`src/rtl/i2c_cmd_engine.sv`:
```
// i2c_cmd_engine: I2C master running one register write or read per command strobe.
// Optional slave clock stretching is enabled by defining I2C_CLK_STRETCH_EN.
module i2c_cmd_engine #(
    parameter logic [15:0] CLK_DIV = 16'd250
) (
    input  logic       clk,
    input  logic       rstn,
    input  logic       IO_CONTROL_PULSE,
    input  logic       IO_CONTROL_RW,
    input  logic [7:0] IO_CONTROL_ID,
    input  logic [7:0] IO_ADDR_ADDR,
    input  logic [7:0] IO_WDATA_WDATA,
    output logic [7:0] IO_RDATA_RDATA,
    output logic       IO_CONTROL_CMPLT,
    output logic       ack_err,
    output logic       busy,
    input  logic       scl_i,
    input  logic       sda_i,
    output logic       scl_t,
    output logic       sda_t
);

    typedef enum logic [3:0] {
        S_IDLE, S_START, S_TX_ID, S_TX_ADDR, S_TX_WDATA,
        S_RSTART, S_TX_RID, S_RX, S_STOP, S_DONE
    } state_t;

    state_t      state, state_nxt;
    logic [15:0] cnt;
    logic [1:0]  phase;
    logic [3:0]  bit_cnt;
    logic [7:0]  tx_sh, rx_sh;
    logic [6:0]  id_q;
    logic [7:0]  addr_q, wdata_q;
    logic        rw_q, ack_bit;
    logic        hold, in_tx, in_byte, sample, phase_end, slot_end, byte_end;
    logic        unused_inputs;

`ifdef I2C_CLK_STRETCH_EN
    // The quarter-period count freezes at the start of the SCL-high phase until the pad reads high.
    assign hold          = (phase == 2'd2) && (cnt == CLK_DIV - 16'd1) && !scl_i;
    assign unused_inputs = IO_CONTROL_ID[7];
`else
    assign hold          = 1'b0;
    assign unused_inputs = ^{IO_CONTROL_ID[7], scl_i};
`endif

    assign in_tx     = (state == S_TX_ID) || (state == S_TX_ADDR) ||
                       (state == S_TX_WDATA) || (state == S_TX_RID);
    assign in_byte   = in_tx || (state == S_RX);
    assign sample    = in_byte && (phase == 2'd2) && (cnt == '0);
    assign phase_end = (cnt == '0) && !hold;
    assign slot_end  = phase_end && (phase == 2'd3);
    assign byte_end  = slot_end && in_byte && (bit_cnt == 4'd8);
    assign busy      = (state != S_IDLE);

    always_ff @(posedge clk) begin
        if (!rstn) state <= S_IDLE;
        else       state <= state_nxt;
    end

    always_comb begin
        state_nxt = state;
        scl_t     = 1'b1;
        sda_t     = 1'b1;
        case (state)
            S_IDLE: if (IO_CONTROL_PULSE) state_nxt = S_START;
            S_START, S_RSTART: begin
                scl_t = (phase != 2'd0);
                sda_t = !phase[1];
                if (slot_end) state_nxt = (state == S_START) ? S_TX_ID : S_TX_RID;
            end
            S_TX_ID, S_TX_ADDR, S_TX_WDATA, S_TX_RID: begin
                scl_t = phase[1];
                sda_t = (bit_cnt == 4'd8) || tx_sh[7];
                if (byte_end) begin
                    if (ack_bit || state == S_TX_WDATA) state_nxt = S_STOP;
                    else if (state == S_TX_ID)          state_nxt = S_TX_ADDR;
                    else if (state == S_TX_ADDR)        state_nxt = rw_q ? S_RSTART : S_TX_WDATA;
                    else                                state_nxt = S_RX;
                end
            end
            S_RX: begin
                scl_t = phase[1];
                if (byte_end) state_nxt = S_STOP;
            end
            S_STOP: begin
                scl_t = (phase != 2'd0);
                sda_t = (phase == 2'd3);
                if (slot_end) state_nxt = S_DONE;
            end
            S_DONE:  state_nxt = S_IDLE;
            default: state_nxt = S_IDLE;
        endcase
    end

    always_ff @(posedge clk) begin
        if (!rstn) begin
            cnt              <= CLK_DIV - 16'd1;
            phase            <= '0;
            bit_cnt          <= '0;
            tx_sh            <= '0;
            rx_sh            <= '0;
            id_q             <= '0;
            addr_q           <= '0;
            wdata_q          <= '0;
            rw_q             <= 1'b0;
            ack_bit          <= 1'b0;
            ack_err          <= 1'b0;
            IO_CONTROL_CMPLT <= 1'b0;
            IO_RDATA_RDATA   <= '0;
        end else begin
            IO_CONTROL_CMPLT <= 1'b0;
            if (state == S_IDLE) begin
                cnt     <= CLK_DIV - 16'd1;
                phase   <= '0;
                bit_cnt <= '0;
                if (IO_CONTROL_PULSE) begin
                    rw_q    <= IO_CONTROL_RW;
                    id_q    <= IO_CONTROL_ID[6:0];
                    addr_q  <= IO_ADDR_ADDR;
                    wdata_q <= IO_WDATA_WDATA;
                    ack_err <= 1'b0;
                end
            end else begin
                if (phase_end) begin
                    cnt   <= CLK_DIV - 16'd1;
                    phase <= phase + 2'd1;
                end else if (!hold) begin
                    cnt <= cnt - 16'd1;
                end
                if (slot_end && in_byte) begin
                    if (bit_cnt == 4'd8) begin
                        bit_cnt <= '0;
                    end else begin
                        bit_cnt <= bit_cnt + 4'd1;
                        tx_sh   <= {tx_sh[6:0], 1'b0};
                    end
                end
                if (sample) begin
                    if (bit_cnt == 4'd8)    ack_bit <= sda_i;
                    else if (state == S_RX) rx_sh   <= {rx_sh[6:0], sda_i};
                end
                if (byte_end && in_tx && ack_bit) ack_err <= 1'b1;
                // ack_err doubles as the abort flag: an aborted read returns all ones.
                if (state == S_DONE) begin
                    IO_CONTROL_CMPLT <= 1'b1;
                    if (rw_q) IO_RDATA_RDATA <= ack_err ? 8'hFF : rx_sh;
                end
            end
            if (state_nxt != state) begin
                case (state_nxt)
                    S_TX_ID:    tx_sh <= {id_q, 1'b0};
                    S_TX_ADDR:  tx_sh <= addr_q;
                    S_TX_WDATA: tx_sh <= wdata_q;
                    S_TX_RID:   tx_sh <= {id_q, 1'b1};
                    default:    ;
                endcase
            end
        end
    end

endmodule

```
`config.mk`:
```
export PLATFORM = sky130hd
export DESIGN_NAME = i2c_cmd_engine
export DESIGN_NICKNAME = d
export VERILOG_FILES = /design/src/rtl/i2c_cmd_engine.sv
export SDC_FILE = /design/constraint.sdc
export NUM_CORES = 1
export LEC_CHECK = 0
export CORE_ASPECT_RATIO = 2
export CORE_UTILIZATION = 55
export CTS_CLUSTER_SIZE = 16
export DETAILED_ROUTE_END_ITERATION = 12
export GPL_TIMING_DRIVEN = 0
export PLACE_DENSITY = 0.79
export SKIP_LAST_GASP = 1
export SYNTH_ARGS = -nofsm -noshare
export SYNTH_HDL_FRONTEND = slang
export SYNTH_SLANG_ARGS = --single-unit
```
`constraint.sdc`:
```
create_clock -name clk -period 7.34 [get_ports clk]
set_input_delay 1.468 -clock clk [delete_from_list [all_inputs] [get_ports clk]]
set_output_delay 1.468 -clock clk [all_outputs]
set_load 0.01 [all_outputs]
```
==> results.ini <==
[status]
status=finished, final reports clean

[route]
viasPerCell=5.695
drc_errors=0
totalWireLength_um=8781
via_count=3343
wire_per_inst_um=14.96
drt-initial-drc-count=135
first_pass_iters=6
postRouteAntennaNets=0

[yosys]
syn_area_um2=3679
ys_dominant_reg_cell=dfxtp_1
syn_area_per_cell_um2=8.229
syn-instance-count=447
syn_nets=484
post-synth-top-area-cell=dfxtp_1
synth-async-reset-ratio_pct=0
ys_warn_count=0
seq_area_frac_synth_pct=41.90
synth_edf_count=0
synth_cell_types=57
synth_top_area_share_pct=41.90
yosys-top-cells-area=dfxtp_1, nand2_1, a21oi_1
ys_seq_elements=77

[clock_network]
path_clk_slew_ns=0.06
cts_sinks=77
cts_made_buffers=9
cts_resized=0
cts_setup_buffers=0
hold_buffers=0
ctsLongestPathBuffers=2
cts_tree=built
clkLatencyLatePin_ns=0.34
h-tree-depth=3
clockRootBuffer=clkbuf_16

[sta]
finalCriticalPeriod_ns=3.837
rsz0062_at_grt=no
slew_viol_final=0
worst_pin_slew_ns=0.6283
min_period_over_period_pct=52.28
max_freq_mhz=260.6
slew_headroom_pct=57.73
finalSetupViolCount=0
fin_setup_tns_ns=0
fin_skew_ns=0.004503
setup_slack_ns=3.503
hold_viol=0

[placement]
io_buffers=39
placed_area_um2=4177
pre_cts_ws_ns=3.697
dpl.hpwl_um=6600
gp_congestion=0.9209
dp.cells=572

[layout]
nNetsFinal=534
area.growth.synth_to_final_pct=22.11
diodes=0
drive_above_1_share_pct=7.784
fin_area_um2=4492
stdcell_count=587

[worst_setup_path]
slowest_delay_ns=0.57
cpMaxStageDelayCell=clkdlybuf4s50_1
worstPathRequired_ns=5.87
worstPathMaxFanout=7
cp-end-kind=primary output
arrival_ns=2.37
start_kind=flop
path_cells=inv_1 -> ha_1 -> nand3b_1 -> nand2_1 -> nor3_1 -> a21oi_1 -> nor2_1 -> a21oi_1 -> clkdlybuf4s50_1
cp_common_cell=a21oi_1
crit_type=flop to primary output

[grt]
grt_usage_pct=27.57
antenna_found_initial=0
gr-total-overflow=0
grt_pass1_vias=3255
grt_pass1_wl_um=14490
grt_max_degree=13

[floorplanning]
core_um2=6361
die_x_um=59.83
io_pins=43
die-area_um2=7039
initial_core_util_pct=57.83
rows=41
die_h_um=117.7

[power]
powerDensity_nw_per_um2=215.6
ir_drop_v=0.0002008
p_leak_nw=1.652

[run]
maxCapViolCount=0

[worst_hold_path]
worstHoldPathType=flop to flop

## worst max-delay path: cells and delay by family (launching register included)
kind | cells | cell delay, ns
buf+inv | 2 | 0.65
simple gates | 4 | 0.56
flops | 1 | 0.33
compound gates | 2 | 0.29
fa+ha+maj | 1 | 0.20
## registers in the layout (all words and copies together) (netlist names)
signal	flops
cnt	16
tx_sh	8
IO_CONTROL_CMPLT	1
bit_cnt	4
ack_bit	1
IO_RDATA_RDATA	8
rw_q	1
addr_q	8
wdata_q	8
state	4
id_q	7
phase	2
rx_sh	8
ack_err	1
## cell type report
cell class	instances	area, um2
fill	560	1869
tap	86	107.6
clock inverter	4	72.57
timing repair buffer	39	390.4
buffer	25	106.4
sequential	77	1541
clock buffer	11	242.7
inverter	10	37.54
multi-input combinational	335	1993
## cells in the mapped netlist (6+ instances only)
cell type and n:
nand2_1 74, o21ai_0 7, nor3_1 23, dfxtp_1 77, xnor2_1 8, mux2i_1 12, a21o_1 7, ha_1 7
nand2b_1 11, nor2_1 47, clkbuf_1 19, a31oi_1 6, nand4_1 6, inv_1 10, a21oi_1 37, nand3_1 15
## power breakdown
group	switching [mW]	internal, mW
registers	0.00612	0.428
clock network	0.166	0.304
logic	0.0352	0.0290
total	0.207	0.761
## layout by cell type, fill, tap and decap left out, drive strengths merged, types with 2 or more instances in the layout
cell,n
dfxtp,77
nand2,74
nor2,47
clkdlybuf4s50,39
a21oi,37
clkbuf,30
nor3,23
nand3,15
mux2i,12
o21ai,12
nand2b,11
inv,10
xnor2,8
a21o,7
ha,7
nand4,7
a31oi,6
buf,6
and3,6
mux2,5
or3,5
xor2,5
and2,5
nor4,5
nor2b,4
o31ai,3
nand3b,2
and4,2
o211ai,2
o21a,2
a32oi,2
or4,2
a221oi,2
bufinv,2
or4b,2
a211oi,2
nor3b,2
## kinds of logic (layout without fill, tap and decap cells)
kind of cell             count (synthesis)  after routing  synth area share [%]
AO/OA/AOI/OAI                           82             82                 13.91
XOR/XNOR                                13             13                 3.095
adder cells (fa/ha/maj)                  7              7                 2.381
buffers and inverters                   35             89                 3.912
flip-flops                              77             77                 41.90
multiplexers                            17             17                 4.796
AND/OR/NAND/NOR                        216            216                 30.00
## layer usage
layer  wire length (um)  global-route usage [%]  vias to the layer above
met4                402                   16.13                        0
met2               4883                   50.07                       71
met5                  0                       0                        -
met3                235                   6.374                       26
met1               3260                   26.19                     1598
li1                   -                       -                     1648
## through the flow
stage / util [%] / power, mW / hold slack (ns)
after floorplan: - / 0.4778 / 0.3850
after global placement: 65.66 / 0.5047 / 0.4139
after detailed placement: 65.66 / 0.5067 / 0.4187
after CTS: 70.61 / 0.9752 / 0.4352
after global routing: 70.61 / 1.000 / 0.4472
final: 70.61 / 0.9683 / 0.4293
## worst paths after layout
check                              to               startpoint  slack, ns  cells past startpoint
setup / recovery                sda_t  bit_cnt[0]$_SDFFE_PP0P_       3.50                      9
hold / removal      cnt[0]$_SDFF_PP1_        cnt[0]$_SDFF_PP1_       0.43                      1
setup reg to reg  tx_sh[4]$_SDFF_PN0_  bit_cnt[0]$_SDFFE_PP0P_       4.21                     10
hold reg to reg     cnt[0]$_SDFF_PP1_        cnt[0]$_SDFF_PP1_       0.43                      1
Note: power is estimated with default switching activity, not from simulation.
==> RTL edit 1, RTL diff (same settings) <==
Make the reset (`rstn`) asynchronous in 2 clocked blocks.
--- a/src/rtl/i2c_cmd_engine.sv
+++ b/src/rtl/i2c_cmd_engine.sv
@@ -54,7 +54,7 @@
     assign byte_end  = slot_end && in_byte && (bit_cnt == 4'd8);
     assign busy      = (state != S_IDLE);
 
-    always_ff @(posedge clk) begin
+    always_ff @(posedge clk or negedge rstn) begin
         if (!rstn) state <= S_IDLE;
         else       state <= state_nxt;
     end
@@ -94,7 +94,7 @@
         endcase
     end
 
-    always_ff @(posedge clk) begin
+    always_ff @(posedge clk or negedge rstn) begin
         if (!rstn) begin
             cnt              <= CLK_DIV - 16'd1;
             phase            <= '0;
Formal check against the unedited RTL: differs if rstn is asserted again (counterexample within 4 cycles, from zero or initial values and one cycle with rstn low); with rstn held inactive, the same outputs for 10 cycles.
==> RTL edit 1 against the original RTL <==
  * Worst setup slack got worse by 330 ps
  * Routed wire length is 6.9% lower
  * Die area grew 5.0%
  * Area after synthesis grew 5.1%
  * Cell area increased by 4.7%
  * Sequential cell count stayed put
  * Count of clock-buffer cells in the layout up 3
  * Clock skew is 1.8 ps higher
  * Critical path type unchanged
  * Largest cell class is now registers
  * Highest routed layer unchanged
Power is not compared: it rests on default switching activity, and its combinational part moved more than twofold at a synthesized area within 25%.
==> RTL edit 1: results <==
metrics = {
    "cells_and_area": {
        "fillers": 586,
        "drive_above_1_share_pct": 16.7,
        "largest_reg_flops": 16,
        "nets": 451,
    },
    "setup_path": {
        "critPathArrivalTime_ps": 2700,
        "rr_startpoint": "phase[1]$_DFFE_PN0P_",
        "rr_endpoint": "tx_sh[3]$_DFF_PN0_",
        "crit_fanout": 10,
        "r2r_slack_ps": 3720,
        "crit_start": "bit_cnt[0]$_DFFE_PN0P_",
        "r2r_cells": 8,
        "cpPeakStageDelay_ps": 550,
    },
    "placement": {
        "hpwl_mm": 6.15,
        "io_buffers": 40,
        "placed_area_sq_um": 4410,
        "dp_slack_ps": 3560,
        "routabilityCongestion": 0.955,
    },
    "global_routing": {
        "grt_pass1_wl_mm": 13.6,
        "met1_usage_pct": 26.9,
        "grtUsageTotal_pct": 25.5,
        "grt_pass1_vias": 2960,
        "grt_use_met2_pct": 44.0,
    },
    "yosys": {
        "synthTopCellsByCount": "71 x dfrtp_1, 35 x nor2_1, 34 x nand2_1",
        "synth_nets": 399,
        "yosysSeqAreaShare_pct": 50.0,
        "synthTopCellsByArea": "dfrtp_1 46%, mux2_2 9.6%, mux2i_1 4.4%",
        "synthArstFlopShare_pct": 100,
    },
    "route": {
        "post_drt_wl_per_cell_um": 16.1,
        "firstDrtPassIters": 4,
        "drt_iter0_drc": 85,
    },
    "timing": {
        "worst_pin_slew_ps": 905,
        "fmax_mhz": 240,
        "clock_skew_ps": 6.29,
    },
    "run_status": {
        "status": "finished, final reports clean",
    },
}
## RTL edit 1: cell types whose count changed after synthesis, moves of 9 or more
| cell | unedited run | this run |
|---|---|---|
| mux2_2 | 5 | 33 |
| a21oi_1 | 37 | 6 |
| inv_1 | 10 | 19 |
| o21ai_0 | 7 | 20 |
| nor3_1 | 23 | 6 |
| dfxtp_1 | 77 | 0 |
| clkbuf_1 | 19 | 10 |
| dfrtp_1 | 0 | 71 |
| nor2_1 | 47 | 35 |
| nand2_1 | 74 | 34 |
## RTL edit 1: area by class of cell
class / instances / area, sq um / area share, %
multi-input cells: 249 / 1790 / 38.1
plain buffers: 15 / 65.1 / 1.38
inverters: 21 / 83.8 / 1.78
clock inverters: 1 / 30.0 / 0.639
well taps: 88 / 110 / 2.34
repair buffers: 41 / 425 / 9.05
clock buffers: 14 / 264 / 5.61
flip-flops and latches: 77 / 1930 / 41.1
## RTL edit 1: power by group through the flow
stage                     combinational, mW  sequential (mW)  clock [mW]
after detailed placement             0.0258            0.434           0
after floorplan                    0.000978            0.433           0
after CTS                            0.0260            0.426       0.446
after global placement               0.0238            0.434           0
after global routing                 0.0280            0.426       0.463
final                                0.0250            0.427       0.440
## RTL edit 1: metal layers
metal,vias to the layer above,routed length (um),share of wire [%]
li1,1385,-,-
met1,1448,3010,37
met2,69,4620,57
met3,25,235,2.9
met4,0,306,3.7
met5,-,0,0
## RTL edit 1: through the flow
step	total power [mW]	cells	hold WS, ps
final	0.891	506	455
after floorplan	0.434	362	429
after global routing	0.917	506	464
after detailed placement	0.460	491	444
after CTS	0.898	506	457
after global placement	0.458	490	436
## RTL edit 1: cell families after synthesis
group / Yosys count / share of synthesized area (%)
AO/OA/AOI/OAI: 57 / 10.2
XOR/XNOR: 13 / 2.95
adder cells (fa/ha/maj): 7 / 2.27
buffers and inverters: 36 / 3.85
flip-flops: 77 / 50.0
multiplexers: 51 / 14.4
AND/OR/NAND/NOR: 121 / 16.3
## RTL edit 1: worst min-delay path by stage
stage | start | to | cells after the start
finish | cnt[0]$_DFF_PN1_ | cnt[0]$_DFF_PN1_ | 1
global route | cnt[0]$_DFF_PN1_ | cnt[0]$_DFF_PN1_ | 1
global placement | cnt[0]$_DFF_PN1_ | cnt[0]$_DFF_PN1_ | 1
floorplan | cnt[0]$_DFF_PN1_ | cnt[0]$_DFF_PN1_ | 1
detailed placement | cnt[0]$_DFF_PN1_ | cnt[0]$_DFF_PN1_ | 1
CTS | cnt[0]$_DFF_PN1_ | cnt[0]$_DFF_PN1_ | 1
==> RTL edit 2, RTL diff (config.mk and constraints unchanged) <==
Made on the original files. The parameter `CLK_DIV` goes from 16'd250 to 16'd128.
--- a/src/rtl/i2c_cmd_engine.sv
+++ b/src/rtl/i2c_cmd_engine.sv
@@ -1,7 +1,7 @@
 // i2c_cmd_engine: I2C master running one register write or read per command strobe.
 // Optional slave clock stretching is enabled by defining I2C_CLK_STRETCH_EN.
 module i2c_cmd_engine #(
-    parameter logic [15:0] CLK_DIV = 16'd250
+    parameter logic [15:0] CLK_DIV = 16'd128
 ) (
     input  logic       clk,
     input  logic       rstn,
Behaviour: no difference found for any inputs over 10 cycles, from zero or initial values and one cycle with rstn low; that may be too few to reach the edited logic, so the function may still have changed.
==> RTL edit 2 against the original RTL <==
  * Total power up 2.7%
  * Clock power increased by 4.3%
  * Area after synthesis increased by 3.0%
  * Combinational power up 12%
  * Worst setup slack better by 110 ps
  * Fmax rose by 2.9%
  * Cell area up 3.1%
  * Routed wire length rose by 6.0%
  * Sequential cell count unchanged
  * Hold slack got worse by 33 ps
  * Critical endpoint unchanged
  * Largest power group unchanged
==> RTL edit 2: results <==
metrics = {
    "placement": {
        "dp_slack_ps": 3940,
        "hpwl_mm": 6.79,
        "routabilityCongestion": 0.925,
        "placed_area_sq_um": 4300,
    },
    "global_routing": {
        "grt_pass1_vias": 3392,
        "grt_use_met3_pct": 5.86,
        "grtUsageTotal_pct": 28.7,
        "grt_pass1_wl_mm": 15.2,
        "met1_usage_pct": 25.9,
    },
    "power_and_ir_drop": {
        "irDropWorstVdd_v": 0.000168,
        "p_leak_nw": 1.79,
    },
    "run_status": {
        "status": "finished, final reports clean",
    },
    "cells_and_area": {
        "nets": 527,
        "drive_above_1_share_pct": 11.5,
        "fillers": 549,
    },
    "timing": {
        "worst_pin_slew_ps": 955,
        "clock_skew_ps": 4.22,
        "period_needed_ps": 3730,
    },
    "route": {
        "drt_iter0_drc": 182,
        "firstDrtPassIters": 4,
        "dr_wl_met3_um": 287,
        "met1_length_mm": 3.30,
        "met2_length_mm": 5.16,
    },
    "yosys": {
        "yosysSeqAreaShare_pct": 40.7,
        "synth_nets": 476,
        "syn_inst": 439,
        "ys_types": 56,
        "synth_compound_area_share_pct": 14.5,
        "synth_mux_area_share_pct": 7.96,
    },
    "setup_path": {
        "rr_startpoint": "phase[1]$_SDFFE_PP0N_",
    },
}
[RTL edit 2: cell count changes in the layout (fill, tap and decap cells not counted), moves of 3 or more]
| cell | before | now |
|---|---|---|
| a21o_1 | 7 | 0 |
| o21ai_1 | 5 | 0 |
| nand4_1 | 6 | 1 |
| nand2b_1 | 11 | 2 |
| inv_1 | 10 | 17 |
| a31oi_1 | 6 | 2 |
| a21oi_1 | 37 | 41 |
| nand2_1 | 74 | 66 |
| buf_6 | 1 | 4 |
| clkbuf_1 | 20 | 15 |
| a211oi_2 | 0 | 7 |
| mux2i_1 | 12 | 20 |
| and4_1 | 0 | 3 |
| a22oi_1 | 1 | 7 |
[RTL edit 2: where the power goes]
group	total (mW)	switching, mW	internal [mW]
logic	0.0720	0.0410	0.0310
clock network	0.490	0.173	0.317
registers	0.433	0.00564	0.427
total	0.995	0.220	0.775
[RTL edit 2: kinds of logic after synthesis]
| group | Yosys count |
|---|---|
| AOI/OAI and AO/OA | 78 |
| xor gates and xnor gates | 11 |
| adders and majority gates | 7 |
| buffers and inverters | 43 |
| DFF | 77 |
| muxes | 28 |
| and+or+nand+nor | 195 |
[RTL edit 2: worst min path at each step]
stage,endpoint,slack [ps],depth (start not counted)
global route,cnt[0]$_SDFF_PP1_,430,1
floorplan,cnt[0]$_SDFF_PP1_,370,1
CTS,cnt[0]$_SDFF_PP1_,400,1
global placement,cnt[0]$_SDFF_PP1_,390,1
detailed placement,cnt[0]$_SDFF_PP1_,390,1
finish,cnt[0]$_SDFF_PP1_,400,1
[RTL edit 2: layout make-up]
cell class	instances	share of cell area, %
timing repair buffer	40	8.64
sequential	77	33.3
buffer	25	2.94
clock inverter	5	1.76
tap	88	2.38
multi-input combinational	319	44.1
clock buffer	11	5.46
inverter	18	1.46
